===== src/rtl/egress_port.sv =====
// -----------------------------------------------------------------------------
// egress_port
//
// Per-output egress stage of the 4x4 switch. Accepts the 33-bit tagged word
// stream from the output arbitration daemon (bit 32 = valid, bits 31:0 = data),
// buffers accepted words in a show-ahead FIFO and presents the head word to
// the external sink on a valid/ready handshake.
//
// Ports:
//   clk          single clock, all logic on the rising edge
//   rst          synchronous active-high reset
//   in_word      tagged word from the daemon {valid, data[31:0]}
//   out_data     head-of-FIFO word (show-ahead, always mem[rd_ptr])
//   out_valid    FIFO holds at least one word
//   out_ready    sink accepts out_data this cycle
//   almost_full  registered, occupancy >= AF_LEVEL
//   level        registered occupancy, 0..DEPTH
//   word_count   saturating count of words written into the FIFO
//   drop_count   saturating count of words discarded because the FIFO was full
//
// Configuration macro:
//   EGRESS_DROP_CNT_EN  when defined, drop_count counts discarded words;
//                       when undefined, drop_count is tied to zero and its
//                       counter is not built. Dropping itself is unaffected.
// -----------------------------------------------------------------------------
module egress_port #(
    parameter int DEPTH    = 8,
    parameter int AW       = 3,
    parameter int AF_LEVEL = 6,
    parameter int CNT_W    = 16
) (
    input  logic             clk,
    input  logic             rst,
    input  logic [32:0]      in_word,
    output logic [31:0]      out_data,
    output logic             out_valid,
    input  logic             out_ready,
    output logic             almost_full,
    output logic [AW:0]      level,
    output logic [CNT_W-1:0] word_count,
    output logic [CNT_W-1:0] drop_count
);

    localparam logic [AW:0] FULL_LEVEL = DEPTH[AW:0];
    localparam logic [AW:0] AF_THRESH  = AF_LEVEL[AW:0];

    typedef enum logic [1:0] {
        ST_EMPTY,
        ST_ACTIVE,
        ST_FULL
    } state_t;

    state_t         state;
    state_t         state_next;

    logic [31:0]    mem [DEPTH];
    logic [AW-1:0]  wr_ptr;
    logic [AW-1:0]  rd_ptr;

    logic           push_req;
    logic           pop;
    logic           push_ok;
    logic [AW:0]    level_next;

    // Handshake outputs come straight from the occupancy state so that a
    // word written into an empty FIFO only becomes visible after the edge.
    always_comb begin
        out_valid = (state != ST_EMPTY);
        out_data  = mem[rd_ptr];
    end

    // Push/pop decision and next occupancy. A full FIFO that pops in the
    // same cycle frees a slot, so the incoming word is still accepted.
    always_comb begin
        push_req   = in_word[32];
        pop        = out_valid & out_ready;
        push_ok    = push_req & ((level != FULL_LEVEL) | pop);
        level_next = level;
        if (push_ok && !pop) begin
            level_next = level + 1'b1;
        end else if (pop && !push_ok) begin
            level_next = level - 1'b1;
        end
    end

    // Next state is derived from the next occupancy so that the state
    // can never disagree with level.
    always_comb begin
        state_next = ST_ACTIVE;
        if (level_next == '0) begin
            state_next = ST_EMPTY;
        end else if (level_next == FULL_LEVEL) begin
            state_next = ST_FULL;
        end
    end

    always_ff @(posedge clk) begin
        if (rst) begin
            state <= ST_EMPTY;
        end else begin
            state <= state_next;
        end
    end

    // Storage array is deliberately not reset; its contents are only
    // observable through out_data, which is qualified by out_valid.
    always_ff @(posedge clk) begin
        if (!rst && push_ok) begin
            mem[wr_ptr] <= in_word[31:0];
        end
    end

    // Pointers, occupancy, almost-full flag and accepted-word counter.
    // Pointers wrap naturally because DEPTH is a power of two.
    always_ff @(posedge clk) begin
        if (rst) begin
            wr_ptr      <= '0;
            rd_ptr      <= '0;
            level       <= '0;
            almost_full <= 1'b0;
            word_count  <= '0;
        end else begin
            if (push_ok) begin
                wr_ptr <= wr_ptr + 1'b1;
                if (word_count != '1) begin
                    word_count <= word_count + 1'b1;
                end
            end
            if (pop) begin
                rd_ptr <= rd_ptr + 1'b1;
            end
            level       <= level_next;
            almost_full <= (level_next >= AF_THRESH);
        end
    end

`ifdef EGRESS_DROP_CNT_EN
    logic             drop;
    logic [CNT_W-1:0] drop_q;

    // A word is dropped only when it is valid and could not be accepted,
    // i.e. the FIFO was full and nothing left it this cycle.
    assign drop = push_req & ~push_ok;

    always_ff @(posedge clk) begin
        if (rst) begin
            drop_q <= '0;
        end else if (drop && (drop_q != '1)) begin
            drop_q <= drop_q + 1'b1;
        end
    end

    assign drop_count = drop_q;
`else
    assign drop_count = '0;
`endif

endmodule


===== config.mk =====
export PLATFORM = sky130hd
export DESIGN_NAME = egress_port
export DESIGN_NICKNAME = d
export VERILOG_FILES = /design/src/rtl/egress_port.sv
export SDC_FILE = /design/constraint.sdc
export NUM_CORES = 1
export LEC_CHECK = 0
export CORE_MARGIN = 2
export CORE_UTILIZATION = 54
export CTS_BUF_LIST = sky130_fd_sc_hd__clkbuf_4 sky130_fd_sc_hd__clkbuf_8
export CTS_CLUSTER_DIAMETER = 80
export DETAILED_ROUTE_END_ITERATION = 8
export MAX_ROUTING_LAYER = met4
export PLACE_DENSITY = 0.79
export SLEW_MARGIN = 0
export SYNTH_ARGS = -nofsm -noshare
export SYNTH_HDL_FRONTEND = slang
export SYNTH_SLANG_ARGS = --single-unit

===== constraint.sdc =====
create_clock -name clk -period 6.1 [get_ports clk]
set_clock_uncertainty 0.1 [all_clocks]
set_input_delay 1.525 -clock clk [delete_from_list [all_inputs] [get_ports clk]]
set_output_delay 1.525 -clock clk [all_outputs]
set_load 0.005 [all_outputs]

# Word-level counts from Yosys, hierarchy flattened
# Memories as Yosys holds them, arrays and structs flattened. A register that Yosys moved wholly into a read port is not among the register bits.
# Cells that the tools add are included.
# word_totals
ram_bits	256
in_bits	36
memories	1
wordCells	36
reg_bits	29
output_inout_bits	70
# mem_list
name	words	width	rd	rd_ports_with_merged_regs	write_ports	line	rtl
mem	8	32	1	1	1	56	logic [31:0] mem [DEPTH];
# classes
n_reduce_logical	10
n_lt_le_gt_ge	1
eq_ne	3
n_mux	7
bitwise	3
n_addsub	5
# ops
op	count
$add 16x1->16 const B	1
$ne 16x16->1 const B	1
$mux 4	2
$add 3x1->3 const B	2
$mux 3	2
$add 4x1->4 const B	1
$eq 4x4->1 const B	1
$ge 4x3->1 const B	1
$logic_not 4->1	1
$ne 4x4->1 const B	1
$sub 4x1->4 const B	1
$logic_and 1x1->1	3
$logic_not 1->1	3
$and 1x1->1	2
$mux 1	2
$mux 2	1
$reduce_and 2->1	1
$reduce_bool 2->1	1
$reduce_or 2->1	1
$or 1x1->1	1

# Longest topological paths before layout
# Gate-level depths: netlist of run 1.
# logic_depth
depth_word	10
mapped_depth	7
ltp_nobuf	6

# Least setup slack after synthesis of run 1
# Ideal clock, no wire load.
# synth_timing
path_kind	input-to-reg
startpoint	input in_word[32]
endpoint	memory mem[0][0], enable pin
setup_ns	0.501
n_path_buf	1
setup_slack_ns	0.103
required_time_ns	5.499
arrival_ns	5.396
stages	5
cell_sequence	clkbuf_1 inv_1 a21oi_1 nand2b_1 nor4_1
# synth_via
elab_chain_len	4
# synth_rtl
item	line	rtl
start: declaration	34	input logic [32:0] in_word,
$and 1x1->1	77	push_ok = push_req & ((level != FULL_LEVEL) | pop);
$logic_and 1x1->1	108	if (!rst && push_ok) begin
$mux 1	108	
$mux 1 (implied by the code)	109	mem[wr_ptr] <= in_word[31:0];
end: declaration	56	
# Every way passes these cells.

==> results of run 1 <==
## cells by family (layout without fill, tap and decap cells)
family / Yosys count / count (layout)
flip-flops: 288 / 288
multiplexers: 101 / 101
AND/OR/NAND/NOR: 93 / 93
buffers and inverters: 46 / 185
AO/OA/AOI/OAI: 44 / 44
adder cells (fa/ha/maj): 5 / 5
XOR/XNOR: 4 / 4
other: 1 / 16
## synth_stat cells (6+ instances only)
library cell | count | area, um^2
nand2_1 | 12 | 45.0
nor2_1 | 22 | 82.6
dfxtp_1 | 32 | 641
a21oi_1 | 14 | 70.1
mux2_2 | 36 | 405
nor3_1 | 7 | 35.0
or4_1 | 7 | 52.6
o31ai_1 | 6 | 45.0
mux4_2 | 64 | 1440
nand4_1 | 8 | 50.1
clkbuf_1 | 15 | 56.3
buf_4 | 16 | 120
edfxtp_1 | 256 | 7690
buf_2 | 8 | 40.0
nand3_1 | 12 | 60.1
## critical path, delay by kind of cell (launching register included)
kind | cells | cell delay, ns
flip-flops | 1 | 0.90
multiplexers | 2 | 0.83
buffers and inverters | 2 | 0.86
## flip-flops by register name (all words and copies together) (netlist names), named ones only
name,cells
level,4
wr_ptr,3
word_count,16
mem,256
state,2
rd_ptr,3
almost_full,1
## worst max path at each step
stage	start	endpoint	cells after the start
floorplan	in_word[32]	mem[0][0]$_DFFE_PP_	5
global placement	in_word[32]	mem[2][18]$_DFFE_PP_	5
detailed placement	in_word[32]	mem[3][18]$_DFFE_PP_	5
CTS	register	out_data[17]	4
global route	register	out_data[17]	4
finish	register	out_data[17]	4
## layer usage
metal	vias up	share of wire (%)
met4	0	1.8
met5	-	0
li1	2611	-
met1	3009	40
met2	211	52
met3	43	6.0
## power groups by stage
| stage | Clock, mW | Combinational [mW] | Sequential, mW |
|---|---|---|---|
| after floorplan | 0 | 0.224 | 2.24 |
| after global placement | 0 | 0.341 | 2.26 |
| after detailed placement | 0 | 0.352 | 2.27 |
| after CTS | 1.66 | 0.355 | 2.23 |
| after global routing | 1.75 | 0.377 | 2.23 |
| final | 1.63 | 0.350 | 2.22 |
## final cells by class
class                      count  area (um^2)  area share, %
sequential                   288         8330           61.9
inverter                       5         18.8          0.139
timing repair buffer          96          943           7.00
clock inverter                16         98.8          0.734
multi-input combinational    263         2900           21.5
tap                          275          344           2.55
clock buffer                  68          836           6.20
## through the flow
step / hold WS (ns) / total power, mW / setup slack, ns / cells
6_report: 0.393 / 4.20 / 1.33 / 1011
2_1_floorplan: 0.354 / 2.46 / 0.103 / 597
5_1_grt: 0.421 / 4.36 / 1.09 / 1011
3_3_place_gp: 0.376 / 2.61 / 1.64 / 927
4_1_cts: 0.390 / 4.24 / 1.21 / 1011
3_5_place_dp: 0.372 / 2.62 / 1.44 / 927
## layout by cell type, fill, tap and decap left out, types with 2 or more instances in the layout
cell	n
nor4_2	3
dfxtp_2	2
o21a_1	2
and4_1	3
xor2_1	2
clkinv_1	9
clkinv_2	4
nor2_4	6
nand3_1	12
mux2_2	36
or4_1	7
dfxtp_1	29
nand4_1	8
o31ai_1	6
edfxtp_1	256
clkdlybuf4s50_1	89
inv_1	5
clkinvlp_4	2
and2_1	2
nor3_1	7
mux4_2	64
a21oi_1	14
o21ai_0	4
conb_1	16
a31oi_1	2
clkbuf_8	52
ha_1	5
nor2b_1	5
clkbuf_4	16
o211ai_1	2
or3_1	2
o221ai_1	2
and3_1	3
buf_4	7
nand2_1	12
xnor2_1	2
nor2_1	16
==> impl_results.md, run 1 <==
* CTS tree: done
* Layout cells sized above 1 at 27.0%
* CP max FO at 43
* Post-synth EDFFs at 256
* Most Crowded Layer GR: met2
* Cell count after synthesis at 582
* Fin nets at 741
* Post-synthesis adder-cell area fraction at 0.551%
* Switching Share at 21.3%
* Num CTS Buffers at 46
* Avg Synthesized Cell Area at 19.5 um^2
* Clk root buf: clkbuf_8
* ANT nets after route at 0
* Vias at 5874
* Synthesized area at 11400 um^2
* Largest net degree at the start of global routing at 44
* Synth warn at 0
* CP max-delay cell: dfxtp_4
* Worst Tran Pin Value at 1.19 ns
* Psw at 893 uW
* Post-synthesis compound-gate area fraction at 2.78%
* DR WL/cell at 21.4 um
* Post-synthesis mux area share at 16.4%
* Largest family of logic cells by synthesized area: multiplexers
* HP Class: register to register
* Die width at 149 um
* First-pass GRT wire length at 33.5 mm
* Worst path max stage delay at 0.90 ns
* Reg2reg setup slack at 2.78 ns
* Num rows at 53
* Number of global-route vias before repair at 6221
* DRT Pass-1 Iters at 4
* GR Util All Layers at 20.5%
* N_diodes at 0
* Pint at 3.31 mW
* Slew HR at 20.5%
* Maximum clock frequency at 0.210 GHz
* Sequential area share after synthesis at 73.3%
* Top_reg_cell synth: edfxtp_1
* Die area at 22200 um^2
* Clock Sinks at 288
* Core outline area at 20800 um^2
* Final WL at 21.6 mm
* Post-Synth XOR/XNOR Area at 0.309%
* Hold buffer count at CTS at 0
* Met3 Use GR at 4.19%
* Via density at 5.81
* Synth Area in Simple Gates at 4.50%
* Flops & latches, synth at 288
* Final setup fails at 0
* Post-CTS Setup Bufs at 0
* Chip height at 149 um
* Critical Path Start Type: register
* Initial Util at 54.5%
* Slew Limit Fails at 0
* Fin. Hold Viols at 0
* Routing usage on met2 at 34.5%
* Capture point of the worst reg-to-reg path: mem[2][7]$_DFFE_PP_
* GRT overflow at 0
* Filler cells at 1392
* DR DRC count at 0
* GR Util met1 at 25.4%
* RePlAce Congestion at 0.877
* Hold Crit Depth at 2
* Clock Power Share at 38.7%
* Final period util at 78.2%
* Worst-Skew Late Latency at 0.54 ns
* Hold path startpoint: rd_ptr[1]$_SDFFE_PP0N_
* CTS-repair resized insts at 0
* Iteration-0 DRC Markers at 388
* Final min period at 4.77 ns
* Buffers on Ports at 89
* Initial antenna violation count at 0
* RSZ-0062 raised after global routing: no
* Netlist cell types at 53
* Async set or reset register ratio after synthesis at 0%
* Sequential share of power at 53.0%
* Dpl cell area at 12500 um^2
* WS Path Type: register to output pin
* TNS Setup at 0 ns
* Area growth syn-to-layout at 18.7%
* Comb pwr share at 8.3%
* Status: complete, no violations
* Max-cap violations at 0
* Leak at 4.23 nW
* Worst-path clk slew at 0.05 ns
* Post-DP HPWL at 12.7 mm
* Worst vdd ir at 0.000162 V
* Crit end category: output pin
* Finished Core Util at 64.7%
* Pwr/cell area at 312 nW/um^2
* Reg2reg start: level[0]$_SDFF_PP0_
* Htree depth at 2
* Worst-case reg-to-reg path depth at 6
* WP data required at 4.47 ns
* Worst path cell trace: buf_4 > mux4_2 > mux2_2 > clkdlybuf4s50_1
* Worst EP arrival at 3.15 ns
* Fin area at 13500 um^2
* Buffer depth of the longest clock path at 3
* I/O Pins at 106
No activity file was read; power rests on OpenSTA's default activity.
==> run 2, diff against run 1 <==
Clock period 6.1 ns to 4.25 ns, I/O delays scaled along.
==> impl_results.md, run 2 (synthesis results as in run 1) <==
* CP max FO at 18
* DRT Pass-1 Iters at 4
* Sequential share of power at 53.9%
* GRT overflow at 0
* TNS Setup at 0 ns
* Chip height at 149 um
* Fin area at 13600 um^2
* Htree depth at 2
* Maximum clock frequency at 0.255 GHz
* Initial antenna violation count at 1
* Crit end category: output pin
* I/O Pins at 106
* Layout cells sized above 1 at 27.1%
* Worst-Skew Late Latency at 0.53 ns
* Pint at 4.61 mW
* Psw at 1.29 mW
* Worst EP arrival at 2.76 ns
* Die width at 149 um
* Num rows at 53
* Area growth syn-to-layout at 19.5%
* GR Util All Layers at 21.0%
* Largest net degree at the start of global routing at 41
* Final WL at 22.0 mm
* Reg with most FFs: mem
* Clock Sinks at 288
* CTS-repair resized insts at 0
* Final period util at 92.2%
* Hold buffer count at CTS at 0
* Critical Path Start Type: register
* Max-cap violations at 0
* Leak at 4.28 nW
* Fin nets at 755
* Final min period at 3.92 ns
* Via density at 5.81
* Finished Core Util at 65.2%
* Number of global-route vias before repair at 6305
* Fin. Hold Viols at 0
* Worst Tran Pin Value at 1.29 ns
* Pwr/cell area at 434 nW/um^2
* Num CTS Buffers at 46
* DR DRC count at 0
* Top Registers: mem (256), word_count (16), level (4)
* Slew Limit Fails at 0
* Worst vdd ir at 0.000222 V
* Slew HR at 13.4%
* WP data required at 3.09 ns
* Initial Util at 54.5%
* First-pass GRT wire length at 34.6 mm
* Status: complete, no violations
* ANT nets after route at 0
* RSZ-0062 raised after global routing: no
* Dpl cell area at 12700 um^2
* Most frequent cells in the layout: edfxtp_1, clkdlybuf4s50_1, mux4_2, clkbuf_8, mux2_2
* CTS tree: done
* Post-CTS Setup Bufs at 0
* Switching Share at 21.8%
* Comb pwr share at 9.1%
* DR WL/cell at 21.5 um
* Die area at 22200 um^2
* Clock Power Share at 37.1%
* RePlAce Congestion at 0.902
* Leading cell type in the layout, fill and taps excluded: edfxtp_1
* Post-DP HPWL at 13.3 mm
* Iteration-0 DRC Markers at 449
* Clk root buf: clkbuf_8
* Vias at 5945
* Largest register FFs at 256
* Buffers on Ports at 89
* Filler cells at 1382
* Buffer depth of the longest clock path at 3
* Core outline area at 20800 um^2
* HP Class: register to register
* Worst-path clk slew at 0.06 ns
* WS Path Type: register to output pin
* Final setup fails at 0
## run 2: changes by cell type in the layout (fill, tap and decap cells not counted), sizes merged
cell | previous run | this run
inv | 5 | 6
buf | 7 | 21
diode | 0 | 1
clkinv | 13 | 22
clkbuf | 68 | 56
## run 2: area by class of cell
class,instances,area (um^2),share of cell area [%]
well taps,275,344,2.54
multi-input cells,263,2920,21.5
clock inverters,26,143,1.05
diodes,1,2.50,0.0184
inverters,5,18.8,0.138
flip-flops and latches,288,8330,61.4
repair buffers,110,1100,8.10
clock buffers,56,714,5.26
## run 2: routing by layer
layer  vias to the layer above  track usage, %  wire length (um)
met5                         -               -                 0
met4                         0            5.81               380
met3                        35            4.74              1250
met2                       186            35.0             11400
met1                      3071            26.4              8980
li1                       2653               -                 -
## run 2: metrics by stage
stage / hold slack [ns] / total power [mW] / setup WS [ns] / instances
after floorplan: 0.354 / 3.53 / 0.0628 / 597
after global placement: 0.360 / 3.76 / 0.651 / 941
after detailed placement: 0.368 / 3.77 / 0.577 / 941
after CTS: 0.377 / 5.96 / 0.245 / 1023
after global routing: 0.434 / 6.13 / 0.158 / 1024
final: 0.375 / 5.90 / 0.331 / 1024
## run 2: path summary, 6_finish.rpt
path / startpoint / to / slack (ns) / depth (start not counted)
setup / recovery: register / out_data[7] / 0.33 / 4
hold / removal: rd_ptr[1]$_SDFFE_PP0N_ / register / 0.38 / 2
hold reg to reg: rd_ptr[1]$_SDFFE_PP0N_ / register / 0.38 / 2
setup reg to reg: level[0]$_SDFF_PP0_ / mem[0][19]$_DFFE_PP_ / 1.25 / 7
## run 2: worst max-delay path: stages, from the launching register on
cell and delay (ns):
dfxtp_4 0.60, buf_4 0.33, mux4_2 0.55, mux2_2 0.28, clkdlybuf4s50_1 0.45
## run 2: power by group through the flow
stage	combinational [mW]	clock, mW	sequential [mW]
after floorplan	0.322	0	3.21
after global placement	0.525	0	3.23
after detailed placement	0.537	0	3.24
after CTS	0.541	2.24	3.18
after global routing	0.577	2.37	3.18
final	0.536	2.18	3.18
